## src/rtl/wrclk_dcm_pkg.sv

```systemverilog
// Shared state encoding and default timing parameters for the WRCLK DCM supervisor.
package wrclk_dcm_pkg;

    localparam int STATE_W = 3;

    localparam logic [STATE_W-1:0] ST_RESET     = 3'd0;
    localparam logic [STATE_W-1:0] ST_WAIT_LOCK = 3'd1;
    localparam logic [STATE_W-1:0] ST_STABLE    = 3'd2;
    localparam logic [STATE_W-1:0] ST_LOCKED    = 3'd3;
    localparam logic [STATE_W-1:0] ST_FAULT     = 3'd4;

    localparam int DEF_RESET_CYCLES  = 100;
    localparam int DEF_LOCK_TIMEOUT  = 50000;
    localparam int DEF_STABLE_CYCLES = 256;
    localparam int DEF_MAX_RETRIES   = 4;

    // Sizes the shared phase counter from the longest phase.
    function automatic int max3(input int a, input int b, input int c);
        int m;
        m = (a > b) ? a : b;
        return (m > c) ? m : c;
    endfunction

endpackage

```

## src/rtl/dcm_signal_sync.sv

```systemverilog
// Two-flop synchronizer for DCM status signals that are asynchronous to clk_i.
module dcm_signal_sync #(
    parameter int WIDTH = 1
) (
    input  logic             clk_i,
    input  logic             rst_n_i,
    input  logic [WIDTH-1:0] async_i,
    output logic [WIDTH-1:0] sync_o
);

    logic [WIDTH-1:0] meta_q;
    logic [WIDTH-1:0] sync_q;

    always_ff @(posedge clk_i or negedge rst_n_i) begin
        if (!rst_n_i) begin
            meta_q <= '0;
            sync_q <= '0;
        end else begin
            meta_q <= async_i;
            sync_q <= meta_q;
        end
    end

    assign sync_o = sync_q;

endmodule

```

## src/rtl/wrclk_dcm_supervisor.sv

```systemverilog
// WRCLK DCM supervisor: sequences DCM reset, waits for and qualifies lock,
// retries a bounded number of times and parks in a sticky fault.
module wrclk_dcm_supervisor
    import wrclk_dcm_pkg::*;
#(
    parameter int RESET_CYCLES  = DEF_RESET_CYCLES,
    parameter int LOCK_TIMEOUT  = DEF_LOCK_TIMEOUT,
    parameter int STABLE_CYCLES = DEF_STABLE_CYCLES,
    parameter int MAX_RETRIES   = DEF_MAX_RETRIES
) (
    input  logic       clk_i,
    input  logic       rst_n_i,
    input  logic       dcm_locked_i,
    input  logic [2:0] dcm_status_i,
    input  logic       enable_i,
    input  logic       sw_reset_req_i,
    input  logic       clear_i,
    output logic       dcm_reset_o,
    output logic       locked_o,
    output logic       fault_o,
    output logic [7:0] relock_count_o,
    output logic [2:0] state_o
);

    localparam int CNT_W = $clog2(max3(RESET_CYCLES, LOCK_TIMEOUT, STABLE_CYCLES));

    localparam logic [CNT_W-1:0] RESET_LAST   = CNT_W'(RESET_CYCLES - 1);
    localparam logic [CNT_W-1:0] TIMEOUT_LAST = CNT_W'(LOCK_TIMEOUT - 1);
    localparam logic [CNT_W-1:0] STABLE_LAST  = CNT_W'(STABLE_CYCLES - 1);
    localparam logic [3:0]       RETRY_LIMIT  = 4'(MAX_RETRIES);

    logic [1:0] sync_s;
    logic       good;
    logic       unused_status;

    logic [STATE_W-1:0] state_q, state_d;
    logic [CNT_W-1:0]   cnt_q, cnt_d;
    logic [3:0]         retries_q, retries_d;
    logic [7:0]         relock_q, relock_d;
    logic               dcm_reset_q, locked_q, fault_q;
    logic               fail, lost;

    dcm_signal_sync #(.WIDTH(2)) u_sync (
        .clk_i   (clk_i),
        .rst_n_i (rst_n_i),
        .async_i ({dcm_status_i[1], dcm_locked_i}),
        .sync_o  (sync_s)
    );

    assign good          = sync_s[0] & ~sync_s[1];
    assign unused_status = ^{dcm_status_i[2], dcm_status_i[0]};

    always_comb begin
        // NOTE: every variable gets a default before any branch, so no path infers a latch.
        state_d   = state_q;
        cnt_d     = cnt_q;
        retries_d = retries_q;
        relock_d  = relock_q;
        fail      = 1'b0;
        lost      = 1'b0;

        if (sw_reset_req_i && state_q != ST_RESET) begin
            state_d   = ST_RESET;
            retries_d = '0;
        end else begin
            case (state_q)
                ST_RESET: begin
                    cnt_d = cnt_q + CNT_W'(1);
                    if (cnt_q == RESET_LAST) state_d = ST_WAIT_LOCK;
                end
                ST_WAIT_LOCK: begin
                    cnt_d = cnt_q + CNT_W'(1);
                    if (good)                       state_d = ST_STABLE;
                    else if (cnt_q == TIMEOUT_LAST) fail    = 1'b1;
                end
                ST_STABLE: begin
                    cnt_d = cnt_q + CNT_W'(1);
                    if (!good) begin
                        fail = 1'b1;
                    end else if (cnt_q == STABLE_LAST) begin
                        state_d   = ST_LOCKED;
                        retries_d = '0;
                    end
                end
                ST_LOCKED: begin
                    if (!good) begin
                        lost    = 1'b1;
                        state_d = enable_i ? ST_RESET : ST_FAULT;
                    end
                end
                ST_FAULT: state_d = ST_FAULT;
                default:  state_d = ST_RESET;
            endcase
        end

        if (fail) begin
            retries_d = retries_q + 4'd1;
            state_d   = (retries_d == RETRY_LIMIT) ? ST_FAULT : ST_RESET;
        end

        if (lost && relock_q != 8'hFF) relock_d = relock_q + 8'd1;
        if (clear_i)                   relock_d = '0;

        // Each phase measures its own duration from zero.
        if (state_d != state_q) cnt_d = '0;
    end

    always_ff @(posedge clk_i or negedge rst_n_i) begin
        if (!rst_n_i) begin
            state_q     <= ST_RESET;
            cnt_q       <= '0;
            retries_q   <= '0;
            relock_q    <= '0;
            dcm_reset_q <= 1'b1;
            locked_q    <= 1'b0;
            fault_q     <= 1'b0;
        end else begin
            // NOTE: non-blocking updates so every register samples the pre-edge values.
            state_q     <= state_d;
            cnt_q       <= cnt_d;
            retries_q   <= retries_d;
            relock_q    <= relock_d;
            dcm_reset_q <= (state_d == ST_RESET);
            locked_q    <= (state_d == ST_LOCKED);
            fault_q     <= (state_d == ST_FAULT);
        end
    end

    assign dcm_reset_o    = dcm_reset_q;
    assign locked_o       = locked_q;
    assign fault_o        = fault_q;
    assign relock_count_o = relock_q;
    assign state_o        = state_q;

endmodule

```

## config.mk

```make
export PLATFORM = sky130hd
export DESIGN_NAME = wrclk_dcm_supervisor
export DESIGN_NICKNAME = d
export VERILOG_FILES = /design/src/rtl/wrclk_dcm_pkg.sv /design/src/rtl/dcm_signal_sync.sv /design/src/rtl/wrclk_dcm_supervisor.sv
export SDC_FILE = /design/constraint.sdc
export NUM_CORES = 1
export LEC_CHECK = 0
export ABC_AREA = 1
export BUFFER_PORTS_ARGS = -buffer_cell sky130_fd_sc_hd__buf_2
export CAP_MARGIN = 20
export CORE_ASPECT_RATIO = 0.75
export CORE_MARGIN = 4
export CORE_UTILIZATION = 58
export CTS_CLUSTER_DIAMETER = 80
export DETAILED_ROUTE_END_ITERATION = 6
export GPL_TIMING_DRIVEN = 0
export HOLD_SLACK_MARGIN = 0.06
export MAX_ROUTING_LAYER = met4
export PLACE_DENSITY = 0.79
export SLEW_MARGIN = 40
export SYNTH_ARGS = -nofsm -noshare
export SYNTH_HDL_FRONTEND = slang
export SYNTH_SLANG_ARGS = --single-unit
```

## constraint.sdc

```tcl
create_clock -name clk_i -period 2.2 [get_ports clk_i]
set_input_delay 0.33 -clock clk_i [delete_from_list [all_inputs] [get_ports clk_i]]
set_output_delay 0.33 -clock clk_i [all_outputs]
set_load 0.005 [all_outputs]
```

==> results.md, run 1 <==
- Outcome: finished, final reports clean
- Crit Path Max Fanout: 10
- Worst path cell trace: nor2_1, nand2_1, nor2_1, nand3_1, nand3_1, nand3_2, nand2_1, nand2_1, nor2_2, nand2_2, buf_6, nor2_2
- Slowest-stage cell, CP: dfrtp_1
- Detailed-route DRC error count: 0
- Iteration-0 DRC Markers: 152
- Layout Skew: 4.17 ps
- Grt ovf: 0
- Input/output buffers: 20
- Number of CTS-inserted buffers: 5
- Maximum Capacitance Violations: 0
- Vias: 1768
- Synth Area per Inst: approximately 8 um2
- Post-synthesis cell area: 0.00209 mm2
- Critical path's largest stage delay: between 400 and 500 ps
- CP Class: flop to flop
- Largest net degree at the start of global routing: 39
- Multi-input gate area: 0.00100 mm2
- Die Wd: 77.3 um
- Cell row count: 18
- VDD IR max: between 0.4 and 0.5 mV
- Worst-Skew Late Latency: 290 ps
- Synth area leader: dfrtp_1
- Power Dens Cells: 875 mW/mm2
- Fin crit period: 1950 ps
- Yosys reg bits: 38
- Area Growth Syn to Fin: 13.0%
- Hold_sp: dcm_locked_i
- # clock sinks: 38
- Setup TNS: 0 ps
- Cell count after synthesis: 261
- Number of diodes: 0
- Nets: about 300
- Max Fclk: 512 MHz
- Global-route wire length before repair: 7.38 mm
- Reg2reg setup slack: 250 ps
- Clk root buf: clkbuf_8
- Worst R2R Path Depth: 12
- Post-route setup slack: 246 ps
- Syn_nets: 274
- Synth cell types: 34
- Antenna viol nets, final: 0
- Sequential fraction of the synthesis area: 0.456
- Share of layout cells above drive strength 1: 0.172
- Clk buf depth: 2
- Max transition margin: 0.691
- Reg area: about 950 um2
- WL final: between 4 and 5 mm
- Clock-pin slew on the worst setup and hold paths: 70 ps
- FF-to-FF Start: cnt_q[10]
- Critical Path Start Type: flop
- Initial antenna violation count: 0
- Die Ht: 60.0 um
- Min-delay worst type: input pin to flop
- Drt pass-1 iters: 4
- Total Die Area: 0.00464 mm2
- Yosys warns: 0
- # setup viols final: 0
- Core Area: 0.00338 mm2
- CTS tree: done
- Wire per inst: roughly 13 um
- Buf/Inv on CP: 1
- Post-CTS Resized: 0
- Slew @ Worst Pin: 464 ps
- Top-area cell type share of the netlist area: 0.443
- Endpoint class of the critical path: flop
- Synth area leaders: dfrtp_1, nand2_1, nor2_1
- Starting density of the core: 0.619
- Htree depth: 2
- GPL Wtd Cong: 0.886
- Worst slack, placed: 252 ps
- CP startpoint: cnt_q[10]
- Number of global-route vias before repair: 1573
- Final max-slew violation count: 0
- Top delay family on crit path: simple AND/OR/NAND/NOR gates
- Hold EP: u_sync.meta_q[0]
- Fin crit share: 0.888
- Synth cell count leaders: nand2_1, nor2_1, dfrtp_1
- Fill count: 270
- Post-synth top flop: dfrtp_1
- HPWL after DPL: 3.19 mm
- Final hold violations: 0
- EDFF count, synth: 0
- DR vias/cell: 5.36
- Worst endpoint required time: 2420 ps
- Hold Path Depth: 1
- I/O pins: 23
- Top-count cell post-synth: nand2_1
- CP arrival: 2180 ps
- Unrepaired setup endpoints after global routing: false
- Async set-reset flop share out of synthesis: 1.00
- Leakage Power: 1.19 nW
- Aggregate global-route resource usage: 0.212
- Total Power: 2.07 mW
- Most used cell, CP: nand2_1
- FF-to-FF End: cnt_q[14]
[layout make-up]
type,instances,area share
Sequential cell,38,0.403
Inverter,30,0.0477
Clock inverter,3,0.0170
Tap cell,40,0.0212
Buffer,3,0.0101
Multi-Input combinational cell,190,0.424
Clock buffer,5,0.0291
Timing Repair Buffer,21,0.0477
[worst max-delay path by stage]
stage | end | slack, ps | cells past startpoint
3_5_place_dp | cnt_q[14] | 250 | 14
4_1_cts | cnt_q[14] | 240 | 14
3_3_place_gp | cnt_q[4] | 290 | 14
2_1_floorplan | cnt_q[13] | 530 | 15
6_report | cnt_q[14] | 250 | 12
5_1_grt | cnt_q[4] | 30 | 12
[report_power, final]
group	total [mW]	internal [mW]	switching (mW)
sequential	0.854	0.778	0.0759
combinational	0.637	0.217	0.420
clock	0.575	0.333	0.241
total	2.07	1.33	0.737
[stage by stage]
step	hold WS, ps	std cells	instance area (um2)	util
2_1_floorplan	34.4	261	2090	-
3_3_place_gp	336	321	2240	0.663
3_5_place_dp	339	321	2240	0.663
4_1_cts	135	329	2350	0.695
5_1_grt	141	330	2360	0.699
6_report	142	330	2360	0.699
[cells in the final DEF, fill, tap and decap left out, types with 2 or more instances in the layout]
cell / n
nor2_1: 43
inv_1: 27
inv_2: 3
nand4_1: 6
nand3_1: 26
ha_1: 4
nor3_1: 7
clkinv_2: 2
dfrtp_1: 37
buf_2: 20
nand3_2: 2
clkbuf_8: 5
xor2_1: 11
nor4_1: 2
a21oi_1: 8
nand2_1: 48
xnor2_1: 5
buf_4: 2
nor2_2: 6
nand2_2: 2
o21ai_0: 7
[cell families (layout without fill, tap and decap cells)]
logic type | Yosys count | after routing | synth area share
xor gates and xnor gates | 16 | 16 | 0.0671
and+or+nand+nor | 149 | 149 | 0.332
DFF | 38 | 38 | 0.456
muxes | 1 | 1 | 0.00479
buffers and inverters | 33 | 62 | 0.0653
AOI/OAI and AO/OA | 20 | 20 | 0.0515
adders and majority gates | 4 | 4 | 0.0240
[routing by layer]
| layer | track usage | vias up | share of wire |
|---|---|---|---|
| li1 | - | 898 | - |
| met1 | 0.291 | 822 | 0.49 |
| met2 | 0.315 | 41 | 0.45 |
| met3 | 0.0452 | 7 | 0.046 |
| met4 | 0.0761 | 0 | 0.014 |
| met5 | - | - | 0 |
[registers in the layout (all words and copies together), names as in the netlist, 2 cells and up]
name,flops
cnt_q,16
u_sync.meta_q,2
retries_q,4
relock_count_o,8
state_o,3
u_sync.sync_o,2
[what timing repair did]
action | CTS | global route
endpoints found under the hold margin | 0 | 37
hold buffers | 0 | 1
buffers inserted | 0 | 0
Power figures use the tool's default switching activity.
==> run 2: changes to the inputs <==
Settings changed: ABC_AREA 1 to default, HOLD_SLACK_MARGIN 0.06 to default, SETUP_SLACK_MARGIN from default to 0.4.
==> results.md, run 2 <==
- Outcome: complete, but fails checks (was finished, final reports clean)
- Failing checks: hold timing
- Worst R2R Path Depth: 7 (was 12)
- Aggregate global-route resource usage: 0.241 (was 0.212)
- # clock sinks: 38 (unchanged)
- CP Class: flop to flop (unchanged)
- Crit Path Max Fanout: 6 (was 10)
- Worst path cell trace: nand2b_4, buf_6, xor2_2, nand3b_1, o41a_4, buf_8, nor4_4 (was nor2_1, nand2_1, nor2_1, nand3_1, nand3_1, nand3_2, nand2_1, nand2_1, nor2_2, nand2_2, buf_6, nor2_2)
- Endpoint class of the critical path: flop (unchanged)
- EDFF count, synth: 0 (unchanged)
- Wire per inst: 20.1 um (was 12.7 um)
- Critical path's largest stage delay: 580 ps (was 430 ps)
- Clock-pin slew on the worst setup and hold paths: 70 ps (about the same)
- Adder-Cell Fraction of Synth Area: 0.0283 (was 0.0240)
- Hold buffer count at CTS: 0 (unchanged)
- Synth cell count leaders: dfrtp_1, nand2_1, nor2_1 (was nand2_1, nor2_1, dfrtp_1)
- Fin crit share: 0.944 (was 0.888)
- Largest net degree at the start of global routing: 39 (unchanged)
- WL final: 6.06 mm (was 4.21 mm)
- Slowest-stage cell, CP: o41a_4 (was dfrtp_1)
- Simple-Gate Fraction of Synth Area: 0.283 (was 0.332)
- Synth area leader: dfrtp_1 (unchanged)
- Sequential fraction of the synthesis area: 0.448 (was 0.456)
- Maximum Capacitance Violations: 0 (unchanged)
- Core Area: 0.00340 mm2 (was 0.00338 mm2)
- CTS tree: done (unchanged)
- Yosys reg bits: 38 (unchanged)
- Worst-Skew Late Latency: 300 ps (was 290 ps)
- Most flops, register: cnt_q (unchanged)
- Top-count cell post-synth: dfrtp_1 (was nand2_1)
- Compound-cell area share of the yosys netlist: 0.0872 (was 0.0515)
- Min-delay worst type: input pin to asynchronous set/reset pin (was input pin to flop)
- Worst endpoint required time: 2410 ps (was 2420 ps)
- Detailed-route DRC error count: 0 (unchanged)
- Yosys warns: 0 (unchanged)
- Final max-slew violation count: 0 (unchanged)
- Number of CTS-inserted buffers: 5 (unchanged)
- Cell row count: 18 (unchanged)
- Total Die Area: 0.00471 mm2 (was 0.00464 mm2)
- Htree depth: 2 (unchanged)
- Proportion of synthesized area in mux cells: 0.00471 (was 0.00479)
- VDD IR max: 0.738 mV (was 0.491 mV)
- Die Wd: 77.9 um (was 77.3 um)
- Worst hold slack: -21.7 ps (was 142 ps)
- Max transition margin: 0.475 (was 0.691)
- Synth area leaders: dfrtp_1, xor2_1, xnor2_1 (was dfrtp_1, nand2_1, nor2_1)
- CP arrival: 2280 ps (was 2180 ps)
- Power Dens Cells: 634 mW/mm2 (was 875 mW/mm2)
- Max FFs per register: 16 (unchanged)
- Clk buf depth: 2 (unchanged)
- Clk root buf: clkbuf_8 (unchanged)
- Fin crit period: 2080 ps (was 1950 ps)
- Top-area cell type share of the netlist area: 0.436 (was 0.443)
- Synth Area per Inst: 10.5 um2 (was 8.01 um2)
- Vias: 1923 (was 1768)
- # setup viols final: 0 (unchanged)
- DR vias/cell: 6.39 (was 5.36)
- Synth cell types: 48 (was 34)
- Grt ovf: 0 (unchanged)
- I/O pins: 23 (unchanged)
- Async set-reset flop share out of synthesis: 1.00 (unchanged)
- Drt pass-1 iters: 5 (was 4)
- Critical Path Start Type: flop (unchanged)
- Area Growth Syn to Fin: 34.5% (was 13.0%)
- Max Fclk: 482 MHz (was 512 MHz)
- Setup TNS: 0 ps (unchanged)
- Nets: 263 (was 302)
- Number of diodes: 0 (unchanged)
- Post-synthesis cell area: 0.00212 mm2 (was 0.00209 mm2)
- Largest family of logic cells by synthesized area: simple AND/OR/NAND/NOR gates (unchanged)
- Post-synth top flop: dfrtp_1 (unchanged)
- Syn_nets: 215 (was 274)
- HPWL after DPL: 3.31 mm (was 3.19 mm)
- Slew @ Worst Pin: 781 ps (was 464 ps)
- Die Ht: 60.4 um (was 60.0 um)
- Iteration-0 DRC Markers: 180 (was 152)
- GPL Wtd Cong: 0.926 (was 0.886)
- Share of layout cells above drive strength 1: 0.422 (was 0.172)
- Synth Area in XOR/XNOR: 0.103 (was 0.0671)
- Layout Skew: 9.90 ps (was 4.17 ps)
- Global-route wire length before repair: 8.28 mm (was 7.38 mm)
- Input/output buffers: 19 (was 20)
- Most frequent cells in the layout: dfrtp_1, buf_2, buf_4 (was nand2_1, nor2_1, dfrtp_1)
- Cell count after synthesis: 202 (was 261)
- Leakage Power: 1.19 nW (about the same)
- Final hold violations: 37 (was 0)
- Antenna viol nets, final: 0 (unchanged)
- Number of global-route vias before repair: 1762 (was 1573)
- Initial antenna violation count: 0 (unchanged)
- Reg2reg setup slack: 120 ps (was 250 ps)
- Unrepaired setup endpoints after global routing: true (was false)
- Post-layout util: 0.840 (was 0.699)
- Starting density of the core: 0.625 (was 0.619)
- Most common cell after layout, fill and taps aside: dfrtp_1 (was nand2_1)
-- run 2: cell count changes in the layout (fill, tap and decap cells not counted), moves of 7 or more --
cell     before  now
nand3_1      26   11
nand2_1      48   15
buf_4         2   16
nor4_4        0    8
nor3_2        1    8
nor2_1       43   13
inv_1        27    1
xnor2_1       5   12
-- run 2: final cells by class --
class / count / area (um2)
Sequential cell: 38 / 958
Multi-Input combinational cell: 155 / 1350
Buffer: 8 / 90.1
Clock buffer: 7 / 86.3
Fill cell: 161 / 544
Timing Repair Buffer: 41 / 305
Inverter: 1 / 3.75
Clock inverter: 1 / 5.00
Tap cell: 50 / 62.6
-- run 2: report_power, final --
group          internal, mW  switching, mW
registers             0.767         0.0994
logic                 0.242          0.199
clock network         0.253          0.251
total                  1.26          0.549
-- run 2: kinds of logic (layout without fill, tap and decap cells) --
group / count (synthesis) / count (layout)
buf+inv: 9 / 58
flops: 38 / 38
fa+ha+maj: 5 / 5
mux: 1 / 1
compound gates: 21 / 21
xor+xnor: 25 / 25
simple gates: 103 / 103
-- run 2: stage by stage --
stage	instances	setup WS (ps)	total power, mW	instance area (um2)
after global placement	271	-22.5	1.08	2300
after CTS	289	215	1.63	2540
after global routing	301	77.0	1.89	2860
final	301	123	1.81	2860
after detailed placement	271	-115	1.10	2300
after floorplan	202	262	1.02	2140
-- run 2: final timing paths --
path,from,end
setup / recovery,u_sync.sync_o[1],cnt_q[6]
hold / removal,rst_n_i,cnt_q[11]
setup reg to reg,u_sync.sync_o[1],cnt_q[6]
hold reg to reg,u_sync.meta_q[0],u_sync.sync_o[0]
max in group asynchronous,rst_n_i,state_o[0]
min in group clk_i,dcm_locked_i,u_sync.meta_q[0]
-- run 2: metal layers --
metal / share of wire / GRT usage
met5: 0 / -
met4: 0.038 / 0.109
met2: 0.47 / 0.370
met3: 0.079 / 0.0786
met1: 0.42 / 0.294
-- run 2: timing repair --
| action | 4_1_cts | 5_1_grt |
|---|---|---|
| pin swaps | 9 | 19 |
| buffers inserted | 10 | 11 |
| resized for setup | 17 | 38 |
| hold endpoints to repair | 0 | 0 |
| cloned | 0 | 1 |
| setup endpoints to repair | 28 | 31 |
-- run 2: worst max-delay path, delay by kind of cell (launching register included) --
| kind | cells | cell delay (ps) |
|---|---|---|
| and+or+nand+nor | 3 | 620 |
| DFF | 1 | 370 |
| AOI/OAI and AO/OA | 1 | 580 |
| xor gates and xnor gates | 1 | 120 |
| buffers and inverters | 2 | 300 |
